[src/rtl/store_write_buffer_pkg.sv]
// Shared store-buffer types: store kinds, the queued entry format and the store fault code.
// Entries hold a word-aligned address so the head can drive the SRAM port directly.
package store_buffer_params;

  localparam logic [5:0] STORE_ADDRESS_ERROR = 6'h05;

  typedef enum logic [2:0] {
    STORE_BYTE  = 3'd0,
    STORE_HALF  = 3'd1,
    STORE_WORD  = 3'd2,
    STORE_LEFT  = 3'd3,
    STORE_RIGHT = 3'd4
  } StoreKind;

  typedef struct packed {
    logic [31:0] address;
    logic [3:0]  strobe;
    logic [31:0] data;
  } StoreEntry;

endpackage

[src/rtl/store_write_buffer_if.sv]
// Store-side and SRAM-side signals of the store write buffer; slave is the buffer, master the environment.
// Handshakes are valid/ready on both sides; fault and query outputs are combinational.
interface store_write_buffer_if;
  import store_buffer_params::*;

  logic        store_valid;
  logic        store_ready;
  StoreKind    store_kind;
  logic [31:0] store_address;
  logic [31:0] store_data;
  logic        address_exception;
  logic [5:0]  exception_code;
  logic        data_ram_enable;
  logic        data_ram_ready;
  logic [31:0] data_ram_address;
  logic [3:0]  data_ram_write_strobe;
  logic [31:0] data_ram_write_data;
  logic [31:0] query_address;
  logic        query_hit;
  logic        buffer_empty;

  modport slave (
    input  store_valid, store_kind, store_address, store_data, data_ram_ready, query_address,
    output store_ready, address_exception, exception_code, data_ram_enable, data_ram_address,
           data_ram_write_strobe, data_ram_write_data, query_hit, buffer_empty
  );

  modport master (
    output store_valid, store_kind, store_address, store_data, data_ram_ready, query_address,
    input  store_ready, address_exception, exception_code, data_ram_enable, data_ram_address,
           data_ram_write_strobe, data_ram_write_data, query_hit, buffer_empty
  );

endinterface

[src/rtl/store_write_buffer_fifo.sv]
// In-order DEPTH-entry FIFO of StoreEntry; head visible one edge after push, no pass-through.
// Push ignored when full, pop ignored when empty; per-entry valid bits and word addresses exported.
module store_fifo
  import store_buffer_params::*;
#(
  parameter int DEPTH = 4
) (
  input  logic                   clock,
  input  logic                   reset,
  input  logic                   push_i,
  input  StoreEntry              entry_i,
  input  logic                   pop_i,
  output StoreEntry              head_o,
  output logic                   full_o,
  output logic                   empty_o,
  output logic [DEPTH-1:0]       entry_valid_o,
  output logic [DEPTH-1:0][29:0] entry_addr_o
);

  localparam int PW = $clog2(DEPTH);

  logic [PW-1:0] wr_ptr_q, wr_ptr_d, rd_ptr_q, rd_ptr_d;
  logic [PW:0]   count_q, count_d;
  StoreEntry     mem_q [DEPTH];
  logic          do_push, do_pop;

  assign full_o  = (count_q == (PW+1)'(DEPTH));
  assign empty_o = (count_q == '0);
  assign do_push = push_i && !full_o;
  assign do_pop  = pop_i && !empty_o;
  assign head_o  = mem_q[rd_ptr_q];

  always_comb begin
    wr_ptr_d = wr_ptr_q;
    rd_ptr_d = rd_ptr_q;
    count_d  = count_q;
    if (do_push) wr_ptr_d = wr_ptr_q + 1'b1;
    if (do_pop)  rd_ptr_d = rd_ptr_q + 1'b1;
    case ({do_push, do_pop})
      2'b10:   count_d = count_q + 1'b1;
      2'b01:   count_d = count_q - 1'b1;
      default: count_d = count_q;
    endcase
  end

  always_ff @(posedge clock or negedge reset) begin
    if (!reset) begin
      wr_ptr_q <= '0;
      rd_ptr_q <= '0;
      count_q  <= '0;
    end else begin
      wr_ptr_q <= wr_ptr_d;
      rd_ptr_q <= rd_ptr_d;
      count_q  <= count_d;
    end
  end

  always_ff @(posedge clock) begin
    if (do_push) mem_q[wr_ptr_q] <= entry_i;
  end

  // Slot i is live when its distance from the read pointer is below the occupancy.
  for (genvar i = 0; i < DEPTH; i++) begin : g_valid
    logic [PW-1:0] off;
    assign off              = PW'(i) - rd_ptr_q;
    assign entry_valid_o[i] = ({1'b0, off} < count_q);
    assign entry_addr_o[i]  = mem_q[i].address[31:2];
  end

endmodule

[src/rtl/store_write_buffer.sv]
// Formats committed stores into strobes/lane data and queues them for the SRAM; one edge to head.
// store_ready is !full (no pass-through when full); head holds until data_ram_ready; faults drop the store.
module store_write_buffer
  import store_buffer_params::*;
#(
  parameter int DEPTH          = 4,
  parameter int CPU_DATA_WIDTH = 32
) (
  input logic                 clock,
  input logic                 reset,
  store_write_buffer_if.slave bus
);

  if (CPU_DATA_WIDTH != 32) begin : g_width_unsupported
    $error("store_write_buffer supports only a 32-bit datapath");
  end

  logic [1:0]            a;
  logic [31:0]           rt;
  logic                  fault;
  logic [3:0]            strobe;
  logic [31:0]           wdata;
  logic                  push, pop, full, empty, hit;
  StoreEntry             new_entry, head;
  logic [DEPTH-1:0]      entry_valid;
  logic [DEPTH-1:0][29:0] entry_addr;
  logic                  unused_query_lsbs;

  assign a  = bus.store_address[1:0];
  assign rt = bus.store_data;

  always_comb begin
    fault  = 1'b0;
    strobe = 4'b0000;
    wdata  = '0;
    case (bus.store_kind)
      STORE_BYTE: begin
        strobe = 4'b0001 << a;
        wdata  = {4{rt[7:0]}};
      end
      STORE_HALF: begin
        fault  = a[0];
        strobe = a[1] ? 4'b1100 : 4'b0011;
        wdata  = {2{rt[15:0]}};
      end
      STORE_WORD: begin
        fault  = (a != 2'b00);
        strobe = 4'b1111;
        wdata  = rt;
      end
      // Unaligned left/right halves: SWL fills lanes 0..a from the top of rt, SWR fills a..3 from the bottom.
      STORE_LEFT: begin
        strobe = 4'b1111 >> (2'd3 - a);
        wdata  = rt >> {(2'd3 - a), 3'b000};
      end
      STORE_RIGHT: begin
        strobe = 4'b1111 << a;
        wdata  = rt << {a, 3'b000};
      end
      default: ;
    endcase
  end

  assign new_entry = '{address: {bus.store_address[31:2], 2'b00}, strobe: strobe, data: wdata};
  assign push      = bus.store_valid && !full && !fault;
  assign pop       = !empty && bus.data_ram_ready;

  store_fifo #(.DEPTH(DEPTH)) u_fifo (
    .clock         (clock),
    .reset         (reset),
    .push_i        (push),
    .entry_i       (new_entry),
    .pop_i         (pop),
    .head_o        (head),
    .full_o        (full),
    .empty_o       (empty),
    .entry_valid_o (entry_valid),
    .entry_addr_o  (entry_addr)
  );

  always_comb begin
    hit = 1'b0;
    for (int i = 0; i < DEPTH; i++) begin
      if (entry_valid[i] && (entry_addr[i] == bus.query_address[31:2])) hit = 1'b1;
    end
  end

  assign unused_query_lsbs         = ^bus.query_address[1:0];
  assign bus.store_ready           = !full;
  assign bus.address_exception     = bus.store_valid && fault;
  assign bus.exception_code        = bus.address_exception ? STORE_ADDRESS_ERROR : 6'h00;
  assign bus.data_ram_enable       = !empty;
  assign bus.data_ram_address      = head.address;
  assign bus.data_ram_write_strobe = head.strobe;
  assign bus.data_ram_write_data   = head.data;
  assign bus.query_hit             = hit;
  assign bus.buffer_empty          = empty;

endmodule

[src/flat_wrapper.sv]
// flat-port wrapper written by rule: the top's interface ports become plain ports
module store_write_buffer_flat import store_buffer_params::*;
#(
  parameter int DEPTH          = 4,
  parameter int CPU_DATA_WIDTH = 32
)
  (clock, reset, bus_store_valid, bus_store_kind, bus_store_address, bus_store_data, bus_data_ram_ready, bus_query_address, bus_store_ready, bus_address_exception, bus_exception_code, bus_data_ram_enable, bus_data_ram_address, bus_data_ram_write_strobe, bus_data_ram_write_data, bus_query_hit, bus_buffer_empty);
  store_write_buffer_if bus_i ();
  input logic clock;
  input logic reset;
  input wire logic [$bits(bus_i.store_valid)-1:0] bus_store_valid;
  input wire logic [$bits(bus_i.store_kind)-1:0] bus_store_kind;
  input wire logic [$bits(bus_i.store_address)-1:0] bus_store_address;
  input wire logic [$bits(bus_i.store_data)-1:0] bus_store_data;
  input wire logic [$bits(bus_i.data_ram_ready)-1:0] bus_data_ram_ready;
  input wire logic [$bits(bus_i.query_address)-1:0] bus_query_address;
  output wire logic [$bits(bus_i.store_ready)-1:0] bus_store_ready;
  output wire logic [$bits(bus_i.address_exception)-1:0] bus_address_exception;
  output wire logic [$bits(bus_i.exception_code)-1:0] bus_exception_code;
  output wire logic [$bits(bus_i.data_ram_enable)-1:0] bus_data_ram_enable;
  output wire logic [$bits(bus_i.data_ram_address)-1:0] bus_data_ram_address;
  output wire logic [$bits(bus_i.data_ram_write_strobe)-1:0] bus_data_ram_write_strobe;
  output wire logic [$bits(bus_i.data_ram_write_data)-1:0] bus_data_ram_write_data;
  output wire logic [$bits(bus_i.query_hit)-1:0] bus_query_hit;
  output wire logic [$bits(bus_i.buffer_empty)-1:0] bus_buffer_empty;
  assign bus_i.store_valid = bus_store_valid;
  assign bus_i.store_kind = bus_store_kind;
  assign bus_i.store_address = bus_store_address;
  assign bus_i.store_data = bus_store_data;
  assign bus_i.data_ram_ready = bus_data_ram_ready;
  assign bus_i.query_address = bus_query_address;
  assign bus_store_ready = bus_i.store_ready;
  assign bus_address_exception = bus_i.address_exception;
  assign bus_exception_code = bus_i.exception_code;
  assign bus_data_ram_enable = bus_i.data_ram_enable;
  assign bus_data_ram_address = bus_i.data_ram_address;
  assign bus_data_ram_write_strobe = bus_i.data_ram_write_strobe;
  assign bus_data_ram_write_data = bus_i.data_ram_write_data;
  assign bus_query_hit = bus_i.query_hit;
  assign bus_buffer_empty = bus_i.buffer_empty;
  store_write_buffer #(.DEPTH(DEPTH), .CPU_DATA_WIDTH(CPU_DATA_WIDTH)) u_core (.clock(clock), .reset(reset), .bus(bus_i));
endmodule
[config.mk]
export PLATFORM = sky130hd
export DESIGN_NAME = store_write_buffer_flat
export DESIGN_NICKNAME = d
export VERILOG_FILES = /design/src/rtl/store_write_buffer_pkg.sv /design/src/rtl/store_write_buffer_if.sv /design/src/rtl/store_write_buffer_fifo.sv /design/src/rtl/store_write_buffer.sv /design/src/flat_wrapper.sv
export SDC_FILE = /design/constraint.sdc
export NUM_CORES = 1
export LEC_CHECK = 0
export CAP_MARGIN = 20
export CORE_MARGIN = 4
export CORE_UTILIZATION = 45
export CTS_CLUSTER_SIZE = 14
export DETAILED_ROUTE_END_ITERATION = 12
export PLACE_DENSITY = 0.68
export REMOVE_ABC_BUFFERS = 1
export SLEW_MARGIN = 10
export SYNTH_ARGS = -nofsm -noshare
export SYNTH_HDL_FRONTEND = slang
export SYNTH_SLANG_ARGS = --single-unit
[constraint.sdc]
create_clock -name clock -period 3.4 [get_ports clock]
set_input_delay 0.68 -clock clock [delete_from_list [all_inputs] [get_ports clock]]
set_output_delay 0.68 -clock clock [all_outputs]
set_load 0.1 [all_outputs]
==> results of run 1 <==
-- stage by stage --
step,cell area (µm²),total power (W),hold slack (ns),std cells,util
final,16400,0.0158,0.412,1424,0.583
after global routing,16400,0.0164,0.409,1423,0.583
after CTS,16300,0.0159,0.391,1422,0.580
after detailed placement,15300,0.0127,0.473,1370,0.544
after global placement,15300,0.0126,0.467,1370,0.544
after floorplan,12700,0.0107,0.384,760,-
-- kinds of logic (layout without fill, tap and decap cells) --
logic type	after synthesis	count (layout)
AO/OA/AOI/OAI	127	127
XOR/XNOR	127	127
adder cells (fa/ha/maj)	10	10
buffers and inverters	65	300
flip-flops	271	271
multiplexers	87	87
other	1	7
AND/OR/NAND/NOR	117	117
-- synth_stat cells (all sizes together), types with 2 or more instances --
cell type,n,area share
edfxtp,264,0.61
xor2,98,0.066
mux4,67,0.12
a21oi,34,0.014
buf,34,0.017
xnor2,29,0.020
o21ai,27,0.010
nor4,22,0.011
nand2,21,0.0063
nor2b,19,0.0092
mux2i,17,0.013
clkbuf,16,0.0046
nor2,15,0.0044
a22oi,14,0.0081
inv,14,0.0041
a22o,13,0.0088
nand4,10,0.0048
ha,9,0.0087
a211oi,8,0.0046
dfrtp,7,0.014
nand3,7,0.0027
o221ai,7,0.0047
a222oi,5,0.0039
and2,5,0.0024
nor3,5,0.0023
a2111oi,4,0.0027
a221o,4,0.0031
nand2b,4,0.0025
a21o,3,0.0017
a31oi,3,0.0015
and3,3,0.0015
mux2,3,0.0029
or3,2,0.0014
-- where the power goes --
part / leakage, nW / switching (W) / total (W) / internal (W)
logic: 2.79 / 0.00589 / 0.00799 / 0.00210
clock network: 0.481 / 0.00120 / 0.00320 / 0.00200
registers: 2.52 / 0.000241 / 0.00461 / 0.00437
-- cell type report --
cell class	instances	area [µm²]
clock inverter	14	198
timing repair buffer	234	2140
tap	378	473
antenna	1	2.50
fill	2226	11700
multi-input combinational	474	4600
inverter	15	60.1
sequential	271	8110
clock buffer	37	786
-- worst paths after layout --
kind,startpoint,to,cells after the start,slack (ns)
worst max-delay path,bus_query_address[11],bus_query_hit,8,0.05
worst min-delay path,reset,u_core.u_fifo.wr_ptr_q[0],1,0.41
worst max register to register,u_core.u_fifo.count_q[1],u_core.u_fifo.count_q[2],11,1.12
worst min register to register,u_core.u_fifo.count_q[1],u_core.u_fifo.count_q[1],2,0.54
max in group asynchronous,reset,u_core.u_fifo.rd_ptr_q[0],1,2.71
min in group clock,u_core.u_fifo.count_q[1],u_core.u_fifo.count_q[1],2,0.54
-- cells in the final DEF (no fill, tap or decap), types with 20 or more instances in the layout --
cell	instances
xnor2_1	29
xor2_1	96
a21oi_1	33
clkbuf_16	29
mux4_2	67
o21ai_0	27
buf_4	124
clkdlybuf4s50_1	88
nand2_1	20
edfxtp_1	264
-- metal layers --
metal  global-route usage  share of wire  wire, µm
met1                0.280           0.42     13700
met2                0.332           0.49     15900
met3               0.0373          0.070      2260
met4               0.0390          0.015       484
met5                    0        0.00053        17
-- critical path, cell delays in order --
cell and delay [ns]:
clkdlybuf4s50_1 0.58, xor2_2 0.18, nor4_2 0.05, buf_4 0.14, nand4_1 0.18, a2111oi_4 0.07, or4_4 0.59, buf_12 0.19
-- flip-flops by register name (all words and copies together) (netlist names) --
name	flops
u_core.u_fifo.wr_ptr_q	2
u_core.u_fifo.mem_q	264
u_core.u_fifo.rd_ptr_q	2
u_core.u_fifo.count_q	3
-- timing repair --
action | in CTS | in global routing
setup endpoints to repair | 1 | 1
setup buffers | 1 | 0
pin swaps | 1 | 4
hold buffers | 0 | 0
resized for setup | 8 | 18
==> results.cfg, run 1 <==
[floorplanning]
die_height_um = 178
start_util = 0.461
rows = 61
die_x_um = 178
fp.coreArea_um2 = 28100
die-area_um2 = 31500
ioPinCount = 182

[critical_path]
critical_path_class = input port to output port
critPathCaptureType = output port
critPathArrivalTime_ns = 2.67
critPathLaunchType = input port
required_ns = 2.72
crit_path_max_fanout = 3

[synthesis]
synthDistinctLibCells = 54
ys_ff_latch = 271
synth_edf_count = 264
synth-compound-area-share = 0.0677
async_flop_share = 0.0258
synthAdderAreaFrac = 0.0103
ys_seq_area_frac = 0.626
synth-xor-area-share = 0.0860
syn_inst = 805
synthMuxAreaShare = 0.133
avgSynthCellArea_um2 = 16.1
synth.cell_area_um2 = 12900
yosys_warnings = 0
synth_top_family_by_area = multiplexers
ys.flop_type = edfxtp_1
synth-simple-area-share = 0.0504

[route]
vias_per_cell = 5.61
num_vias = 7989
antenna_left = 0
wire_per_inst_um = 22.7
drt_iter0_drc = 713
drtPass1Iterations = 6
wl_um = 32300
remaining_drc_errors = 0

[global_route]
grt_usage = 0.200
antenna_found_initial = 1
grt_max_degree = 55
grt_pass1_wl_um = 48000
grt_overflow_total = 0
grt_pass1_vias = 7920

[sta]
setup_tns_ns = 0
fmax_mhz = 298
hold_viol = 0
period_share = 0.985
postLayoutSetupSlackWorst_ns = 0.0498
grt_setup_unrepaired = no
setup_viol = 0
final.min_clock_period_ns = 3.35
slew_viol_final = 0
worst_pin_slew_ns = 0.791
relSlewSlack = 0.473
skew_ns = 0.0104

[finish]
syn2layout_area_growth_pct = 26.5
layout-drive-gt1-share = 0.260
nets = 1138

[clock_tree]
cts_buffers = 29
cts_tree = built
cts-root-buf = clkbuf_16
insertion_delay_ns = 0.54
cts_max_level = 1
clk_pin_slew_ns = 0.06
cts.sinks = 271
clockBufferDepth = 3

[placement]
place.gp.congestion = 0.929
dp_hpwl_um = 22700
port_buffers = 173
dpl_worst_slack_ns = -0.0293

[power_and_ir_drop]
peakVddDrop_uv = 887
leakage_nw = 5.79
powerDensity_nw_per_um2 = 965

[outcome]
outcome = finished clean

[worst_hold_path]
hold_class = input port to async pin

[flow_run]
cap_violations = 0
No activity file was read; power rests on OpenSTA's default activity.
==> run 2: changes to the inputs <==
CAP_MARGIN = unset   (was 20)
TNS_END_PERCENT = 1   (was unset)
==> run 2 against run 1 <==
  * Non-clock buffer count shrank 1
  * Utilization about the same
  * Cell area hardly changed
  * Register-to-register slack is essentially flat
  * Count of clock-buffer cells in the layout stayed put
  * Critical endpoint unchanged
  * Largest cell class unchanged
==> results.cfg, run 2 (synthesis gave the netlist of run 1 again) <==
[global_route]
grt_max_degree = 55
antenna_found_initial = 1
grt_pass1_vias = 7920
grt_overflow_total = 0
grt_pass1_wl_um = 48000
grt_usage = 0.200

[sta]
grt_setup_unrepaired = no
setup_tns_ns = 0
setup_viol = 0
worst_pin_slew_ns = 1.15
fmax_mhz = 296
hold_viol = 0
slew_viol_final = 0
relSlewSlack = 0.234
skew_ns = 0.0101
postLayoutSetupSlackWorst_ns = 0.0264
period_share = 0.992
final.min_clock_period_ns = 3.37

[route]
drt_iter0_drc = 688
wire_per_inst_um = 22.8
drtPass1Iterations = 5
num_vias = 7981
wl_um = 32400
vias_per_cell = 5.61
remaining_drc_errors = 0
antenna_left = 0

[critical_path]
critPathLaunchType = input port
critPathArrivalTime_ns = 2.69
cpPeakStageDelay_ns = 0.51
critPathCaptureType = output port
required_ns = 2.72
critical_path_class = input port to output port
crit_path_max_fanout = 3
r2r_slack_ns = 1.12
crit_path_top_delay_cell = clkdlybuf4s50_1
crit_chain = clkdlybuf4s50_1, buf_4, xor2_1, a2111oi_1, nand4_1, nor4_1, or4_4, buf_12

[placement]
dp_hpwl_um = 22700
dpl_worst_slack_ns = -0.0293
port_buffers = 173
place_inst = 1370
place.gp.congestion = 0.929

[finish]
layout_common_cells = 264 x edfxtp_1, 123 x buf_4, 96 x xor2_1
seq_area_um2 = 8110
largest_register = u_core.u_fifo.mem_q
nets = 1137
syn2layout_area_growth_pct = 26.5
n_fill_cell = 2225
layout-drive-gt1-share = 0.260
largest_reg_flops = 264
fin_cells = 1422
n_antenna_cell = 0
multi_input_area_um2 = 4600
final_common_cell = edfxtp_1
largestRegisters = u_core.u_fifo.mem_q (264), u_core.u_fifo.count_q (3)

[clock_tree]
cts_tree = built
cts.sinks = 271
clk_pin_slew_ns = 0.06
cts_buffers = 29
clockBufferDepth = 3
insertion_delay_ns = 0.54
cts_max_level = 1
cts-root-buf = clkbuf_16

[flow_run]
cap_violations = 0

[floorplanning]
start_util = 0.461
die_height_um = 178
ioPinCount = 182
rows = 61
fp.coreArea_um2 = 28100
die-area_um2 = 31500
die_x_um = 178

[power_and_ir_drop]
leakage_nw = 5.78
powerDensity_nw_per_um2 = 966
peakVddDrop_uv = 887

[worst_hold_path]
hold_class = input port to async pin

[outcome]
outcome = finished clean
run 2: cell count changes in the layout (fill, tap and decap cells not counted), sizes merged:
| cell | previous run | this run |
|---|---|---|
| buf | 135 | 134 |
| diode | 1 | 0 |
run 2: critical path: cells and delay by family:
family	cells	cell delay, ns
compound gates	1	0.34
simple gates	3	0.64
buf+inv	3	0.87
xor+xnor	1	0.15
run 2: routing by layer:
layer	GRT usage	wire (µm)
met1	0.280	13500
met2	0.332	15800
met3	0.0373	2510
met4	0.0390	520
met5	0	17
run 2: what timing repair did:
| action | CTS | global route |
|---|---|---|
| setup buffers | 1 | 0 |
| gates resized for setup | 8 | 18 |
| setup endpoints to repair | 1 | 1 |
| pin swaps | 1 | 4 |
| hold buffers | 0 | 0 |
run 2: power by group:
group          switching, W  total [W]  leakage [nW]  internal [W]
clock               0.00120    0.00320         0.481       0.00200
combinational       0.00589    0.00799          2.79       0.00210
sequential         0.000241    0.00461          2.52       0.00437
total               0.00733     0.0158          5.78       0.00846
run 2: cell type report:
class	count	area share
clock buffer	37	0.0480
sequential	271	0.496
inverter	15	0.00367
tap	378	0.0289
multi-input combinational	474	0.281
clock inverter	14	0.0121
timing repair buffer	233	0.131
run 2: metrics by stage:
stage / hold WS (ns) / utilization / power, W / instance area (µm²)
after floorplan: 0.384 / - / 0.0107 / 12700
final: 0.411 / 0.582 / 0.0158 / 16400
after detailed placement: 0.473 / 0.544 / 0.0127 / 15300
after global placement: 0.467 / 0.544 / 0.0126 / 15300
after CTS: 0.391 / 0.580 / 0.0159 / 16300
after global routing: 0.409 / 0.582 / 0.0164 / 16400
run 2: final timing paths:
kind                                                from                        end  cells past startpoint
worst min register to register  u_core.u_fifo.count_q[1]   u_core.u_fifo.count_q[1]                      2
max in group asynchronous                          reset  u_core.u_fifo.rd_ptr_q[0]                      1
worst min-delay path                               reset  u_core.u_fifo.wr_ptr_q[0]                      1
worst max-delay path               bus_query_address[11]              bus_query_hit                      8
worst max register to register  u_core.u_fifo.count_q[1]   u_core.u_fifo.count_q[2]                     11
min in group clock              u_core.u_fifo.count_q[1]   u_core.u_fifo.count_q[1]                      2
